`src/rtl/jzjpcc_decode_pkg.sv`:
```
// Shared decode types: the decoded instruction bundle carried from
// decode to execute, field widths, and the writeback snoop helper.
package jzjpcc_decode_pkg;

    localparam int PC_MAX_B   = 31;
    localparam int DATA_W     = 32;
    localparam int ALU_OP_W   = 3;
    localparam int ALU_MUX_W  = 2;
    localparam int REG_ADDR_W = 5;

    typedef struct packed {
        logic [ALU_OP_W-1:0]   aluOperation;
        logic                  aluMod;
        logic [ALU_MUX_W-1:0]  aluMuxMode;
        logic                  memoryWriteEnable;
        logic [1:0]            rdSource;
        logic                  rdWriteEnable;
        logic [REG_ADDR_W-1:0] rdAddr;
        logic [2:0]            funct3;
        logic [DATA_W-1:0]     immediate;
        logic [PC_MAX_B:2]     currentPC;
        logic [DATA_W-1:0]     rs1;
        logic [DATA_W-1:0]     rs2;
        logic [REG_ADDR_W-1:0] rs1Addr;
        logic [REG_ADDR_W-1:0] rs2Addr;
    } decoded_bundle_t;

    // Replace stale operands with the value being written back.
    // x0 is hardwired to zero and is never forwarded.
    function automatic decoded_bundle_t snoop(
        decoded_bundle_t        b,
        logic                   v,
        logic [REG_ADDR_W-1:0]  a,
        logic [DATA_W-1:0]      d
    );
        decoded_bundle_t r;
        r = b;
        if (v && (a != '0)) begin
            if (b.rs1Addr == a) r.rs1 = d;
            if (b.rs2Addr == a) r.rs2 = d;
        end
        return r;
    endfunction

endpackage

```
`src/rtl/jzjpcc_issue_queue_entry.sv`:
```
// One issue-queue storage slot: loads a snooped bundle on write and
// otherwise keeps its rs1/rs2 operands current from the writeback port.
// Ports: clock, write, wbValid/wbAddr/wbValue (snoop), wdata in, q out.
module jzjpcc_issue_queue_entry
    import jzjpcc_decode_pkg::*;
(
    input  logic                  clock,
    input  logic                  write,
    input  logic                  wbValid,
    input  logic [REG_ADDR_W-1:0] wbAddr,
    input  logic [DATA_W-1:0]     wbValue,
    input  decoded_bundle_t       wdata,
    output decoded_bundle_t       q
);

    // Storage is intentionally not reset; occupancy lives in the queue.
    // Snooping a free slot is harmless since enqueue overwrites it.
    always_ff @(posedge clock) begin
        if (write) q <= snoop(wdata, wbValid, wbAddr, wbValue);
        else       q <= snoop(q, wbValid, wbAddr, wbValue);
    end

endmodule

```
`src/rtl/jzjpcc_issue_queue.sv`:
```
// Circular decode-to-execute issue queue with valid/ready on both sides,
// writeback operand snooping and whole-queue flush.
// Ports: clock, reset (async low), in*/out* handshakes, flush, wb*, count.
module jzjpcc_issue_queue
    import jzjpcc_decode_pkg::*;
#(
    parameter int PC_MAX_B = 31,
    parameter int DATA_W   = 32,
    parameter int DEPTH    = 4
) (
    input  logic                         clock,
    input  logic                         reset,
    input  logic                         inValid,
    output logic                         inReady,
    input  decoded_bundle_t              inBundle,
    output logic                         outValid,
    input  logic                         outReady,
    output decoded_bundle_t              outBundle,
    input  logic                         flush,
    input  logic                         wbValid,
    input  logic [REG_ADDR_W-1:0]        wbAddr,
    input  logic [DATA_W-1:0]            wbValue,
    output logic [$clog2(DEPTH+1)-1:0]   count
);

    localparam int PTR_W = $clog2(DEPTH);
    localparam int CNT_W = $clog2(DEPTH+1);

    // The bundle layout is fixed by the package; catch mismatched overrides.
    if (PC_MAX_B != jzjpcc_decode_pkg::PC_MAX_B ||
        DATA_W != jzjpcc_decode_pkg::DATA_W) begin : g_bad_width
        $error("jzjpcc_issue_queue: widths differ from jzjpcc_decode_pkg");
    end
    if (DEPTH < 2 || (DEPTH & (DEPTH - 1)) != 0) begin : g_bad_depth
        $error("jzjpcc_issue_queue: DEPTH must be a power of two >= 2");
    end

    logic [PTR_W-1:0] head;
    logic [PTR_W-1:0] tail;
    logic             enq;
    logic             deq;
    decoded_bundle_t  slots [DEPTH];

    // Full refuses input even when the head leaves this cycle.
    assign inReady  = (count != CNT_W'(DEPTH));
    assign outValid = (count != '0);
    assign enq      = inValid && inReady && !flush;
    assign deq      = outValid && outReady && !flush;

    always_ff @(posedge clock or negedge reset) begin
        if (!reset) begin
            head  <= '0;
            tail  <= '0;
            count <= '0;
        end else if (flush) begin
            head  <= '0;
            tail  <= '0;
            count <= '0;
        end else begin
            if (enq) tail <= tail + 1'b1;
            if (deq) head <= head + 1'b1;
            if (enq && !deq)      count <= count + 1'b1;
            else if (deq && !enq) count <= count - 1'b1;
        end
    end

    for (genvar i = 0; i < DEPTH; i++) begin : g_slot
        jzjpcc_issue_queue_entry u_entry (
            .clock   (clock),
            .write   (enq && (tail == PTR_W'(i))),
            .wbValid (wbValid),
            .wbAddr  (wbAddr),
            .wbValue (wbValue),
            .wdata   (inBundle),
            .q       (slots[i])
        );
    end

    // Same-cycle writeback is visible to a dequeue at the head.
    assign outBundle = snoop(slots[head], wbValid, wbAddr, wbValue);

endmodule

```
`config.mk`:
```
export PLATFORM = sky130hd
export DESIGN_NAME = jzjpcc_issue_queue
export DESIGN_NICKNAME = d
export VERILOG_FILES = /design/src/rtl/jzjpcc_decode_pkg.sv /design/src/rtl/jzjpcc_issue_queue_entry.sv /design/src/rtl/jzjpcc_issue_queue.sv
export SDC_FILE = /design/constraint.sdc
export NUM_CORES = 1
export LEC_CHECK = 0
export CAP_MARGIN = 20
export CORE_AREA = 2 2 242 244
export CTS_CLUSTER_SIZE = 8
export DETAILED_ROUTE_END_ITERATION = 8
export DIE_AREA = 0 0 244 246
export PLACE_DENSITY = 0.76
export SLEW_MARGIN = 20
export SYNTH_ARGS = -nofsm -noshare
export SYNTH_HDL_FRONTEND = slang
export SYNTH_HIERARCHICAL = 1
export SYNTH_SLANG_ARGS = --single-unit
```
`constraint.sdc`:
```
create_clock -name clock -period 5 [get_ports clock]
set_input_delay 0.5 -clock clock [delete_from_list [all_inputs] [get_ports clock]]
set_output_delay 0.5 -clock clock [all_outputs]
set_load 0.03 [all_outputs]
```
==> results of run 1 <==
[sequential cells by signal, indices dropped and copies added (netlist names)]
register / cells
g_slot.u_entry/q: 616
head: 2
count: 3
tail: 2
[final timing paths]
path / to / slack (ns) / cells after the start
max in group asynchronous: head[1] / 4.57 / 1
min in group clock: g_slot[3].u_entry/q[77] / 0.49 / 1
max: outBundle[11] / 0.31 / 7
min: count[2] / 0.15 / 1
max reg2reg: g_slot[0].u_entry/q[73] / 1.90 / 7
min reg2reg: tail[1] / 0.59 / 2
[cell usage in the layout (no fill, tap or decap), types with 4 or more instances in the layout]
master and n:
edfxtp_1 616, and2_4 4, nor2_1 7, diode_2 8, o41ai_4 8, clkbuf_16 88
xor2_1 45, mux4_1 4, inv_1 4, o21ai_4 4, mux4_2 150, xnor2_1 51
mux2_1 50, clkdlybuf4s50_1 355, nand3_1 9, or4_4 4, clkbuf_1 12, nor4_1 8
mux2_4 270, dfrtp_1 5, clkinv_16 4, a31o_2 8, ha_1 4, buf_4 40
[per-stage QoR]
step                      hold slack (ns)  total power [W]  cells
after floorplan                     0.204          0.00980   1358
after global placement              0.562           0.0117   2432
after detailed placement            0.584           0.0117   2432
after CTS                           0.135           0.0170   2538
after global routing                0.175           0.0174   2543
final                               0.153           0.0168   2546
[cells by family (layout without fill, tap and decap cells)]
group,after synthesis,after routing,share of synthesized area
AO/OA/AOI/OAI,26,26,0.0136
XOR/XNOR,96,96,0.0290
adder cells (fa/ha/maj),5,5,0.00242
buffers and inverters,90,505,0.0218
flip-flops,623,623,0.644
multiplexers,474,474,0.279
other,0,8,0
AND/OR/NAND/NOR,44,44,0.00971
[cells in the mapped netlist, drive strengths merged]
cell and number:
or3b 1, o21ai 5, fa 1, and3 1
nand3 9, a211oi 1, or4 5, inv 4
mux4 154, and2 5, edfxtp 616, buf 60
ha 4, or3 1, xor2 45, dfrtp 7
nor2 7, xnor2 51, nor3 2, o31ai 1
a21boi 1, clkbuf 26, nor4 8, nand4 2
a21oi 2, a31o 8, nand2 2, mux2 320
o41ai 8, nand4b 1
[per-layer routing]
metal  up-vias  share of wire  wire [um]
li1       6368              -          -
met2       484           0.50      33600
met5         -         0.0014         94
met4        14          0.028       1860
met3       119          0.071       4810
met1      7680           0.40      27100
[area by class of cell]
| class | instances | area [um^2] | area share |
|---|---|---|---|
| diodes | 8 | 20.0 | 0.000562 |
| repair buffers | 395 | 3850 | 0.108 |
| clock inverters | 6 | 160 | 0.00449 |
| multi-input cells | 645 | 9700 | 0.272 |
| flip-flops and latches | 623 | 18700 | 0.524 |
| inverters | 4 | 15.0 | 0.000421 |
| clock buffers | 100 | 2250 | 0.0631 |
| well taps | 765 | 957 | 0.0269 |
[where the power goes]
part           internal, W  switching, W  leakage, nW
registers          0.00616      0.000142         5.69
clock network      0.00315       0.00210         1.16
logic              0.00250       0.00279         5.60
==> results.py, run 1 <==
metrics = {
    "outcome": {
        "status": "finished, final reports clean",
    },
    "cts": {
        "cts.repair.resized": 0,
        "htreeDepth": 3,
        "cts.reportedPaths.clkPinSlew_ns": 0.05,
        "tritoncts_num_sinks": 623,
        "cts_made_buffers": 87,
        "clk_lat_worst_skew_ns": 0.64,
        "tritoncts": "done",
        "clock_tree.buffer_depth": 3,
        "cts_hold_buffers": 0,
        "cts_setup_buffers": 0,
        "cts.root.buffer_cell": "clkbuf_16",
    },
    "global_routing": {
        "met1_track_usage_gr": 0.282,
        "grt_first_pass_wirelength_mm": 99.6,
        "antenna_found_initial": 13,
        "groute.layer.met2.usage": 0.372,
        "grt_pass1_vias": 15700,
        "global_route.usage.met3": 0.0656,
        "grt_start_max_net_pins": 65,
        "grt_use_total": 0.226,
        "globalRoute.totalOverflow": 0,
        "layer_with_the_highest_usage_after_global_routing": "met2",
    },
    "synth": {
        "ys_seq_area_frac": 0.644,
        "yosys.cell_types.count": 38,
        "net_count_of_the_mapped_netlist": 1560,
        "yosys.area.top_type_share": 0.638,
        "synth_top_area_cells": "edfxtp_1, mux2_4, mux4_2",
        "ys_warn_count": 6,
        "synth_top_area_cell": "edfxtp_1",
        "synth.ff_latch_count": 623,
        "syn-cell-area_um2": 29000,
        "postSynthAreaPerCell_um2": 21.3,
        "synthesis.instances": 1358,
    },
    "timing": {
        "min_period_over_period": 0.938,
        "slew_headroom": 0.284,
        "summed_negative_setup_slack_over_all_endpoints_ns": 0,
        "final-max-slew-violation-count": 0,
        "fin_crit_ns": 4.69,
        "report.final.setup_viol": 0,
        "postLayoutSetupSlackWorst_ns": 0.311,
        "grt_setup_unrepaired": "false",
        "final_hold_viol_count": 0,
        "fin_skew_ns": 0.0549,
        "worst-slew-pin-transition_ns": 1.07,
        "max_freq_mhz": 213,
    },
    "placement": {
        "place.gp.congestion": 0.775,
        "dpl_cell_area_um2": 33200,
        "placement.setup.worst_slack_ns": 0.795,
        "dp_hpwl_mm": 41.9,
        "portBuffers": 355,
    },
    "worst_setup_path": {
        "setup.worst_path.start_class": "register",
        "worst_path_buffer_plus_inverter_count": 2,
        "r2r_start": "count[1]",
        "critical_path.cell_chain": "mux4_1 -> xnor2_1 -> nand4_1 -> nor3_4 -> buf_4 -> mux2_1 -> clkdlybuf4s50_1",
        "criticalPathCategory": "reg2out",
        "cp-end-kind": "primary output",
        "critical_path_required_ns": 4.50,
        "path_max_fanout": 39,
        "worst_setup_path_startpoint": "head[1]",
        "signal_arrival_time_at_the_worst_endpoint_ns": 4.19,
        "cp_top_family": "buffers and inverters",
        "cp_slowest_cell": "dfrtp_4",
        "critPathMaxStageDelay_ns": 0.83,
    },
    "hold_path": {
        "hp-class": "in2async",
    },
    "cells_and_area": {
        "final_core_utilization": 0.621,
        "fillers": 3878,
        "final_area_um2": 35600,
        "syn_to_final_growth_pct": 22.9,
        "design.final.nets": 1958,
        "post_route_cells_drive_above_1_share": 0.331,
    },
    "floorplanning": {
        "die_x_um": 244,
        "std_cell_rows": 88,
        "num_io_pins": 356,
        "dieArea_um2": 60000,
        "chipHeight_um": 246,
        "floorplan.initialDensity": 0.505,
        "core_um2": 57400,
    },
    "routing": {
        "aggregate_routed_wire_length_mm": 67.5,
        "drc_errors": 0,
        "post_drt_wl_per_cell_um": 26.5,
        "vias": 14700,
        "drtAntennaViolNets": 0,
        "vias_per_cell": 5.76,
        "firstDrtPassIters": 5,
        "drt_iter0_drc": 928,
    },
    "power": {
        "power_density_nw_per_um2": 472,
        "power.leakage_nw": 12.5,
        "irDropWorstVdd_mv": 0.387,
    },
    "run": {
        "maxCapViolCount": 0,
    },
}
No activity file was read; power rests on OpenSTA's default activity.
==> inputs of run 2 (changes only) <==
- clock period: 5 -> 3.8 ns (I/O delays scaled with it)
==> results.py, run 2 (synthesis results as in run 1) <==
metrics = {
    "cts": {
        "clock_tree.buffer_depth": 3,
        "cts.reportedPaths.clkPinSlew_ns": 0.05,
        "cts_made_buffers": 88,
        "tritoncts_num_sinks": 623,
        "clk_lat_worst_skew_ns": 0.65,
        "tritoncts": "done",
        "cts.root.buffer_cell": "clkbuf_16",
        "htreeDepth": 3,
    },
    "timing": {
        "final_hold_viol_count": 0,
        "worst-slew-pin-transition_ns": 0.889,
        "grt_setup_unrepaired": "true",
        "final_hold_slack_ns": 0.365,
        "min_period_over_period": 0.980,
        "max_freq_mhz": 269,
        "slew_headroom": 0.407,
        "fin_crit_ns": 3.72,
        "report.final.setup_viol": 0,
        "final-max-slew-violation-count": 0,
        "fin_skew_ns": 0.0370,
    },
    "power": {
        "power_density_nw_per_um2": 620,
        "p_int_w": 0.0155,
        "p_seq_frac": 0.370,
        "irDropWorstVdd_mv": 0.555,
        "power_frac_comb": 0.313,
        "power.leakage_nw": 12.7,
        "p_switching_w": 0.00674,
        "clock_power_share": 0.317,
        "sw_frac_of_total": 0.303,
    },
    "global_routing": {
        "grt_start_max_net_pins": 107,
        "globalRoute.totalOverflow": 0,
        "grt_first_pass_wirelength_mm": 97.9,
        "grt_use_total": 0.223,
        "grt_pass1_vias": 15500,
        "antenna_found_initial": 15,
    },
    "worst_setup_path": {
        "path_max_fanout": 16,
        "critical_path_required_ns": 3.42,
        "signal_arrival_time_at_the_worst_endpoint_ns": 3.34,
        "cp-end-kind": "primary output",
        "critical_path.cell_chain": "buf_6 -> buf_4 -> buf_4 -> mux4_2 -> xor2_1 -> nor3_4 -> buf_12 -> buf_12 -> mux2_1 -> clkdlybuf4s15_2",
        "criticalPathCategory": "reg2out",
        "critPathMaxStageDelay_ns": 0.47,
        "cp_slowest_cell": "dfrtp_4",
        "setup.worst_path.start_class": "register",
    },
    "floorplanning": {
        "core_um2": 57400,
        "dieArea_um2": 60000,
        "chipHeight_um": 246,
        "num_io_pins": 356,
        "die_x_um": 244,
        "std_cell_rows": 88,
        "floorplan.initialDensity": 0.505,
    },
    "cells_and_area": {
        "design.final.nets": 1972,
        "post_route_cells_drive_above_1_share": 0.368,
        "fillers": 3897,
        "syn_to_final_growth_pct": 23.9,
        "layoutNonFillerInstCount": 2581,
        "highest_count_cells_in_the_layout_ignoring_fill_and_taps": "edfxtp_1, clkdlybuf4s50_1, mux2_4, mux4_2, clkbuf_16",
        "final_core_utilization": 0.626,
        "largest-register": "g_slot.u_entry/q",
        "multiInputGateArea_um2": 9710,
        "ff_latch_area_um2": 18700,
        "final_common_cell": "edfxtp_1",
        "flip_flop_count_of_the_largest_register_after_layout": 616,
        "final_area_um2": 35900,
        "reg_top3": "g_slot.u_entry/q: 616 flops, count: 3 flops",
    },
    "placement": {
        "dp_hpwl_mm": 41.3,
        "portBuffers": 355,
        "place.gp.congestion": 0.784,
        "placed_cells": 2435,
        "dpl_cell_area_um2": 33300,
    },
    "routing": {
        "aggregate_routed_wire_length_mm": 67.2,
        "firstDrtPassIters": 5,
        "vias": 14700,
        "drtAntennaViolNets": 0,
        "drt_iter0_drc": 921,
        "vias_per_cell": 5.71,
        "post_drt_wl_per_cell_um": 26.1,
        "drc_errors": 0,
    },
    "outcome": {
        "status": "finished, final reports clean",
    },
    "hold_path": {
        "hp-class": "in2reg",
    },
    "run": {
        "maxCapViolCount": 0,
    },
}
run 2: routing by layer:
metal,vias up,wire length (um),track usage
met1,7690,27000,0.285
met4,10,2130,0.0970
met2,497,33000,0.358
met5,-,68,0
met3,113,5050,0.0626
li1,6418,-,-
run 2: path summary, 6_finish.rpt:
check / from / endpoint / slack [ns] / depth (start not counted)
max: head[0] / outBundle[64] / 0.08 / 10
min in group asynchronous: reset / count[2] / 0.55 / 2
max in group asynchronous: reset / head[0] / 2.95 / 2
max reg2reg: count[1] / g_slot[0].u_entry/q[51] / 0.89 / 7
min: inBundle[88] / g_slot[1].u_entry/q[88] / 0.37 / 1
min reg2reg: tail[1] / tail[1] / 0.58 / 2
run 2: power by group through the flow:
stage | Sequential (W) | Clock [W] | Combinational, W
6_report | 0.00823 | 0.00706 | 0.00698
5_1_grt | 0.00825 | 0.00746 | 0.00731
4_1_cts | 0.00823 | 0.00718 | 0.00707
3_5_place_dp | 0.00838 | 0 | 0.00702
3_3_place_gp | 0.00835 | 0 | 0.00699
2_1_floorplan | 0.00833 | 0 | 0.00457
run 2: final cells by class:
class	instances	share of cell area
multi-input combinational	645	0.270
tap	765	0.0267
clock inverter	8	0.00481
timing repair buffer	408	0.112
sequential	623	0.520
clock buffer	113	0.0642
antenna	15	0.00105
inverter	4	0.000418
run 2: through the flow:
stage	setup TNS (ns)	total power, W	worst slack, ns
final	0	0.0223	0.0769
after global routing	-0.0161	0.0230	-0.00963
after CTS	-0.00854	0.0225	-0.00854
after detailed placement	0	0.0154	0.343
after global placement	0	0.0153	0.369
after floorplan	-29.84	0.0129	-0.119
run 2: worst max-delay path: cells and delay by family (launching register included):
family	cells	cell delay, ns
xor+xnor	1	0.20
buf+inv	6	1.06
flops	1	0.47
mux	2	0.80
simple gates	1	0.19
run 2: timing repair:
item,4_1_cts,5_1_grt
buffers inserted,7,1
hold endpoints to repair,4,0
hold buffers,1,0
resized for setup,79,31
cloned,2,0
pin swaps,1,3
endpoints found under the setup margin,72,55
